==> src/rtl/io_port_bank.sv <==
// io_port_bank
//   Memory-mapped I/O bank on the CPU data bus. Provides NPORTS registered
//   output ports, NPORTS synchronised input ports, and per-port input change
//   detection with pending/enable bits folded into a single interrupt line.
//
//   Address map (k < NPORTS):
//     OUT_BASE  + k : output register, read/write
//     IN_BASE   + k : synchronised input, read-only
//     CTRL_BASE + k : bit0 pending (write 1 to clear), bit1 enable
//   Every other address reads 0 and ignores writes.
//
// Ports:
//   clk       rising-edge clock
//   reset     synchronous, active-high
//   address   bus address
//   data_in   write data
//   write     one-cycle write strobe
//   data_out  registered read data, one cycle after the address
//   port_in   input ports, port k at [k*WIDTH +: WIDTH], asynchronous to clk
//   port_out  registered output ports, same packing as port_in
//   irq       registered OR of (pending & enable)
module io_port_bank #(
    parameter int                WIDTH     = 8,
    parameter int                NPORTS    = 16,
    parameter int                ADDR_W    = 8,
    parameter logic [ADDR_W-1:0] OUT_BASE  = 8'hE0,
    parameter logic [ADDR_W-1:0] IN_BASE   = 8'hF0,
    parameter logic [ADDR_W-1:0] CTRL_BASE = 8'hC0
) (
    input  logic                    clk,
    input  logic                    reset,
    input  logic [ADDR_W-1:0]       address,
    input  logic [WIDTH-1:0]        data_in,
    input  logic                    write,
    output logic [WIDTH-1:0]        data_out,
    input  logic [NPORTS*WIDTH-1:0] port_in,
    output logic [NPORTS*WIDTH-1:0] port_out,
    output logic                    irq
);

    logic [NPORTS-1:0][WIDTH-1:0] out_reg;
    logic [NPORTS-1:0][WIDTH-1:0] sync1;
    logic [NPORTS-1:0][WIDTH-1:0] sync2;
    logic [NPORTS-1:0][WIDTH-1:0] prev;
    logic [NPORTS-1:0]            pending;
    logic [NPORTS-1:0]            enable;
    logic [1:0]                   arm_cnt;
    logic                         armed;

    logic [NPORTS-1:0]            out_sel;
    logic [NPORTS-1:0]            in_sel;
    logic [NPORTS-1:0]            ctrl_sel;
    logic [WIDTH-1:0]             rd_data;
    logic [WIDTH-1:0]             ctrl_word;

    assign port_out = out_reg;

    // Detection stays off for the first edges after reset so that whatever
    // sits on the pins at reset release never raises a spurious interrupt.
    assign armed = (arm_cnt == 2'd3);

    always_comb begin
        out_sel  = '0;
        in_sel   = '0;
        ctrl_sel = '0;
        for (int unsigned k = 0; k < NPORTS; k++) begin
            out_sel[k]  = (address == ADDR_W'(OUT_BASE  + k));
            in_sel[k]   = (address == ADDR_W'(IN_BASE   + k));
            ctrl_sel[k] = (address == ADDR_W'(CTRL_BASE + k));
        end
    end

    always_comb begin
        rd_data   = '0;
        ctrl_word = '0;
        for (int unsigned k = 0; k < NPORTS; k++) begin
            if (out_sel[k]) rd_data = out_reg[k];
            if (in_sel[k])  rd_data = sync2[k];
            if (ctrl_sel[k]) begin
                ctrl_word    = '0;
                ctrl_word[0] = pending[k];
                ctrl_word[1] = enable[k];
                rd_data      = ctrl_word;
            end
        end
    end

    always_ff @(posedge clk) begin
        if (reset) begin
            out_reg  <= '0;
            sync1    <= '0;
            sync2    <= '0;
            prev     <= '0;
            pending  <= '0;
            enable   <= '0;
            arm_cnt  <= '0;
            data_out <= '0;
            irq      <= 1'b0;
        end else begin
            sync1 <= port_in;
            sync2 <= sync1;
            prev  <= sync2;

            if (!armed) arm_cnt <= arm_cnt + 2'd1;

            // Read data comes from pre-edge state, so a read during a write
            // to the same register returns the old value.
            data_out <= rd_data;
            irq      <= |(pending & enable);

            for (int unsigned k = 0; k < NPORTS; k++) begin
                if (write && out_sel[k]) out_reg[k] <= data_in;
                if (write && ctrl_sel[k]) enable[k] <= data_in[1];
                // A detected change on the same edge as a clear keeps it pending.
                if (armed && (sync2[k] != prev[k]))
                    pending[k] <= 1'b1;
                else if (write && ctrl_sel[k] && data_in[0])
                    pending[k] <= 1'b0;
            end
        end
    end

endmodule
==> config.mk <==
export PLATFORM = sky130hd
export DESIGN_NAME = io_port_bank
export DESIGN_NICKNAME = d
export VERILOG_FILES = /design/src/rtl/io_port_bank.sv
export SDC_FILE = /design/constraint.sdc
export NUM_CORES = 1
export LEC_CHECK = 0
export CORE_MARGIN = 1.5
export CORE_UTILIZATION = 30
export CTS_CLUSTER_SIZE = 10
export DETAILED_ROUTE_END_ITERATION = 10
export SYNTH_ARGS = -nofsm -noshare
export SYNTH_HDL_FRONTEND = slang
export SYNTH_SLANG_ARGS = --single-unit
export TNS_END_PERCENT = 10
==> constraint.sdc <==
create_clock -name clk -period 6 [get_ports clk]
set_input_delay 1.2 -clock clk [delete_from_list [all_inputs] [get_ports clk]]
set_output_delay 1.2 -clock clk [all_outputs]
set_load 0.02 [all_outputs]
Word level (Yosys, flattened, before mapping)
Index checks and enable logic that the tools add are counted.
Widths: inputs -> output; s select.

operators by class
  add/subtract/negate cells = 1
  eq/ne operators = 65
  mux-type cells = 80
  bitwise logic cells = 1
  reductions and logical operators = 82

operators with widths
  kind                 count
  $eq 8x8->1 const B   48
  $mux 8               47
  $ne 8x8->1           16
  $logic_and 1x1->1    64
  $mux 1               32
  $reduce_bool 2->1    16
  $and 16x16->16       1
  $reduce_or 16->1     1
  $add 2x1->2 const B  1
  $eq 2x2->1 const B   1
  $mux 2               1
  $reduce_or 2->1      1

storage, ports and cells
  bits in registers = 555
  input port bits = 147
  word-level logic and storage cells = 329

Depth between registers and ports, before layout
  word-level depth = 49
  depth in mapped cells = 11
  gate-level depth less buffers = 7

Least setup slack after synthesis
Ideal clock, no wire load.

  path type = in2reg
  start = input port address[1]
  end = register data_out[1]
  setup time = 129 ps
  arrival time = 2858 ps
  required time = 5871 ps
  path slack = 3013 ps
  cell stages on the path = 8
  path through = buf_2 -> or4b_4 -> buf_6 -> a211o_1 -> a221oi_2 -> o21ai_1 -> a211oi_1 -> o211ai_1

between the ends
  cells in the longest elaborated chain, start to end = 49
  elaborated cells on any way between the ends = 96
  those cells by class = 48 x eq/ne; 48 x mux

RTL lines
  element                 RTL line  RTL
  start: declaration      32        input logic [ADDR_W-1:0] address,
  $eq 8x8->1              67        out_sel[k] = (address == ADDR_W'(OUT_BASE + k));
  $mux 8                  77        if (out_sel[k]) rd_data = out_reg[k];
  $mux 8                  78        if (in_sel[k]) rd_data = sync2[k];
  $mux 8                  79        if (ctrl_sel[k]) begin
  $mux 8                  77
  $mux 8                  78
  $mux 8                  79
  $mux 8                  77
  [33 not listed]         --
  $mux 8                  78
  $mux 8                  79
  $mux 8                  77
  $mux 8                  78
  $mux 8                  79
  $mux 8                  77
  $mux 8                  78
  $mux 2 *                79
  end signal: assignment  108       data_out <= rd_data;
  end: declaration        35        output logic [WIDTH-1:0] data_out,

Every way passes the cells marked *; elsewhere a longest branch is shown, timed or not.
A chain may end at the register's enable or synchronous reset.

Worst setup path after layout
  start = input port address[2]
  end = register data_out[0]

Same word-level chain as after synthesis.

==> flow_summary.toml <==
[sta]
max-slew-margin-rel_pct = 15.2
post-route-period-util_pct = 73.2
final_max_slew_viol_count = 0
min_period_ps = 4390
final.setup.tns_ps = 0
worst_clock_skew_ps = 32.4
setup_violations = 0
worst_slew_pin_slew_ps = 1270
postLayoutSetupSlackWorst_ps = 1610
maximum_clock_frequency_mhz = 228
grt_setup_unrepaired = "false"
timing.final.hold_violations = 0

[critical_path]
reg2reg_depth = 6
r2r_slack_ps = 3880
worst_ep_required_time_ps = 6520
crit_path_max_fanout = 24
rr_endpoint = "data_out[1]"
worst-endpoint-arrival_ps = 4910
setup.worst_path.end_class = "register"
startpoint_type = "input pin"
critical_path_class = "input pin to register"
startpoint_of_the_most_critical_register_to_register_path = "port_out[65]"

[clocking]
cts-hold-fix-buffers = 0
cts_tree = "built"
cts_num_sinks = 555
clk_root_buffer_cell = "sky130_fd_sc_hd__clkbuf_16"
clk_pin_slew_ps = 60
cts_h_tree_depth = 3
postCtsResizedCells = 0
cts_buffers = 67
postCtsSetupRepairBufs = 0
clk-insertion-delay-late_ps = 610
clock_tree.buffer_depth = 3

[logic_synthesis]
synth-async-reset-ratio_pct = 0
synthesis.area_per_instance_um2 = 9.16
synth.net_count = 2533
yosys_register_bits = 555
dominant_synthesized_flop_cell = "sky130_fd_sc_hd__dfxtp_1"
synth_enable_flop_cells = 0
netlist_instances = 2385
synth_sequential_area_ratio_pct = 50.9
yosys.area.top_type = "sky130_fd_sc_hd__dfxtp_1"
synth_area_mm2 = 0.0218
yosys_warnings = 0
post-synth-top-area-fraction_pct = 50.9
yosys.cell_count.top_type = "sky130_fd_sc_hd__dfxtp_1"
yosys-top-cells-area = "sky130_fd_sc_hd__dfxtp_1, sky130_fd_sc_hd__nor2b_1, sky130_fd_sc_hd__xnor2_1"
yosys-top-cells-count = "sky130_fd_sc_hd__dfxtp_1, sky130_fd_sc_hd__nor2b_1, sky130_fd_sc_hd__nand2_1"
synth.distinct_cells = 74

[place]
postPlaceCellArea_mm2 = 0.0255
gp_congestion = 0.948
detailedPlace.worstSlack_ps = 1110
detailed_placement_hpwl_um = 63700
port_buffers = 283

[route]
antenna_violating_nets_post_route = 0
post_drt_wl_per_cell_um = 23.9
routedLengthMet1_um = 37900
route.top_layer_used = "met4"
pre_repair_dr_iteration_count = 6
detailroute.via_count = 18700
met3RoutedLength_um = 8060
detail_route.drc_violations = 0
drt_iter0_drc = 1811
met2_wirelength_um = 36900
wirelength_um = 85500
vias_per_cell = 5.25

[layout]
layout.cell_area.non_filler_mm2 = 0.0274
share_of_final_layout_standard_cells_stronger_than_drive_strength_1_pct = 6.00
num-nets-final = 2751
area_growth_syn_to_layout_pct = 25.4
layout.core_utilization_pct = 38.2

[grt]
grt_start_max_net_pins = 259
wire_length_of_the_first_global_routing_pass_um = 123000
globalRouteOverflowTotal = 0
vias_in_the_first_global_route = 17900
total_track_usage_pct = 22.4
antenna_found_initial = 3

[die]
effective_utilization_at_floorplan_pct = 30.4
core_region_area_mm2 = 0.0717
vertical_extent_of_the_die_um = 273
floorplan.die_area_mm2 = 0.0744
ioPinCount = 284
die_w_um = 273
fp-row-count = 98

[power_and_ir_drop]
vdd.ir_drop.worst_mv = 0.160
p_per_area_mw_per_mm2 = 295
p_leak_nw = 9.42
total_power_w = 0.00807

[worst_hold_path]
min_delay_path_depth = 1
hp-class = "register to register"
min_delay_worst_endpoint = "sync2[113]"
hp-start = "sync1[113]"

[run_status]
outcome = "finished clean"

[run]
cap_violations = 0
## cells in the final DEF, fill, tap and decap left out, types with 5 or more instances in the layout
master and n:
sky130_fd_sc_hd__a21oi_1 207, sky130_fd_sc_hd__o2bb2ai_1 6, sky130_fd_sc_hd__and2_1 7, sky130_fd_sc_hd__o31ai_1 16, sky130_fd_sc_hd__a211oi_1 8, sky130_fd_sc_hd__o21a_1 6
sky130_fd_sc_hd__o32a_1 8, sky130_fd_sc_hd__clkbuf_16 69, sky130_fd_sc_hd__o211ai_1 25, sky130_fd_sc_hd__buf_2 5, sky130_fd_sc_hd__clkdlybuf4s50_1 277, sky130_fd_sc_hd__nand2_1 218
sky130_fd_sc_hd__mux2i_1 23, sky130_fd_sc_hd__and3_1 9, sky130_fd_sc_hd__dfxtp_1 555, sky130_fd_sc_hd__nor3_1 24, sky130_fd_sc_hd__o22ai_1 13, sky130_fd_sc_hd__nor2_1 78
sky130_fd_sc_hd__o221ai_1 16, sky130_fd_sc_hd__inv_1 7, sky130_fd_sc_hd__a31oi_1 10, sky130_fd_sc_hd__xnor2_1 129, sky130_fd_sc_hd__a221oi_1 28, sky130_fd_sc_hd__nand4_1 42
sky130_fd_sc_hd__nand3_1 144, sky130_fd_sc_hd__nor2b_1 392, sky130_fd_sc_hd__nand4b_1 5, sky130_fd_sc_hd__a22o_1 12, sky130_fd_sc_hd__a22oi_1 30, sky130_fd_sc_hd__o22a_1 9
sky130_fd_sc_hd__o21ai_0 93, sky130_fd_sc_hd__buf_4 47, sky130_fd_sc_hd__o2111ai_1 8
## worst max-delay path, stage by stage
cell and delay (ps):
sky130_fd_sc_hd__clkdlybuf4s50_1 1110, sky130_fd_sc_hd__nor2b_1 840, sky130_fd_sc_hd__nand3_1 280, sky130_fd_sc_hd__nor2_1 460, sky130_fd_sc_hd__a21oi_1 140, sky130_fd_sc_hd__o21ai_0 410
sky130_fd_sc_hd__o21ai_0 200, sky130_fd_sc_hd__o31ai_1 250
## final cells by class
class | count | area (um2)
well taps | 950 | 1190
diodes | 1 | 2.50
inverters | 8 | 30.0
fillers | 7162 | 44300
clock buffers | 76 | 1790
multi-input cells | 1638 | 9950
repair buffers | 333 | 3230
clock inverters | 8 | 83.8
flip-flops and latches | 555 | 11100
## registers in the layout, indices dropped and copies added, names as in the netlist
| signal | flops |
|---|---|
| arm_cnt | 2 |
| data_out | 8 |
| enable | 16 |
| irq | 1 |
| pending | 16 |
| port_out | 128 |
| prev | 128 |
| sync1 | 128 |
| sync2 | 128 |
## worst max path at each step
stage / to / startpoint / depth (start not counted) / slack, ps
final: data_out[0] / address[2] / 8 / 1610
after global routing: data_out[0] / address[2] / 8 / 1450
after CTS: data_out[0] / address[2] / 8 / 1760
after detailed placement: data_out[0] / address[2] / 8 / 1110
after global placement: data_out[0] / address[2] / 8 / 1270
after floorplan: data_out[1] / address[1] / 8 / 3010
## kinds of logic after synthesis
logic type      share of synthesized area [%]
compound gates                           15.0
xor+xnor                                 5.21
fa+ha+maj                              0.0573
buf+inv                                  3.70
flops                                    50.9
mux                                      1.16
simple gates                             24.0
## where the power goes
group | switching, W | internal (W)
registers | 0.0000997 | 0.00381
logic | 0.000323 | 0.000254
clock network | 0.00148 | 0.00210
## routing by layer
metal	track usage, %	vias up
met5	0	-
met4	7.87	0
met3	5.83	135
met2	33.4	918
met1	31.0	9028
li1	-	8658
## per-stage QoR
stage	cells	hold WS, ps
finish	3569	420
global route	3568	444
CTS	3568	427
detailed placement	3484	422
global placement	3484	421
floorplan	2385	414
No activity file was read; power rests on OpenSTA's default activity.
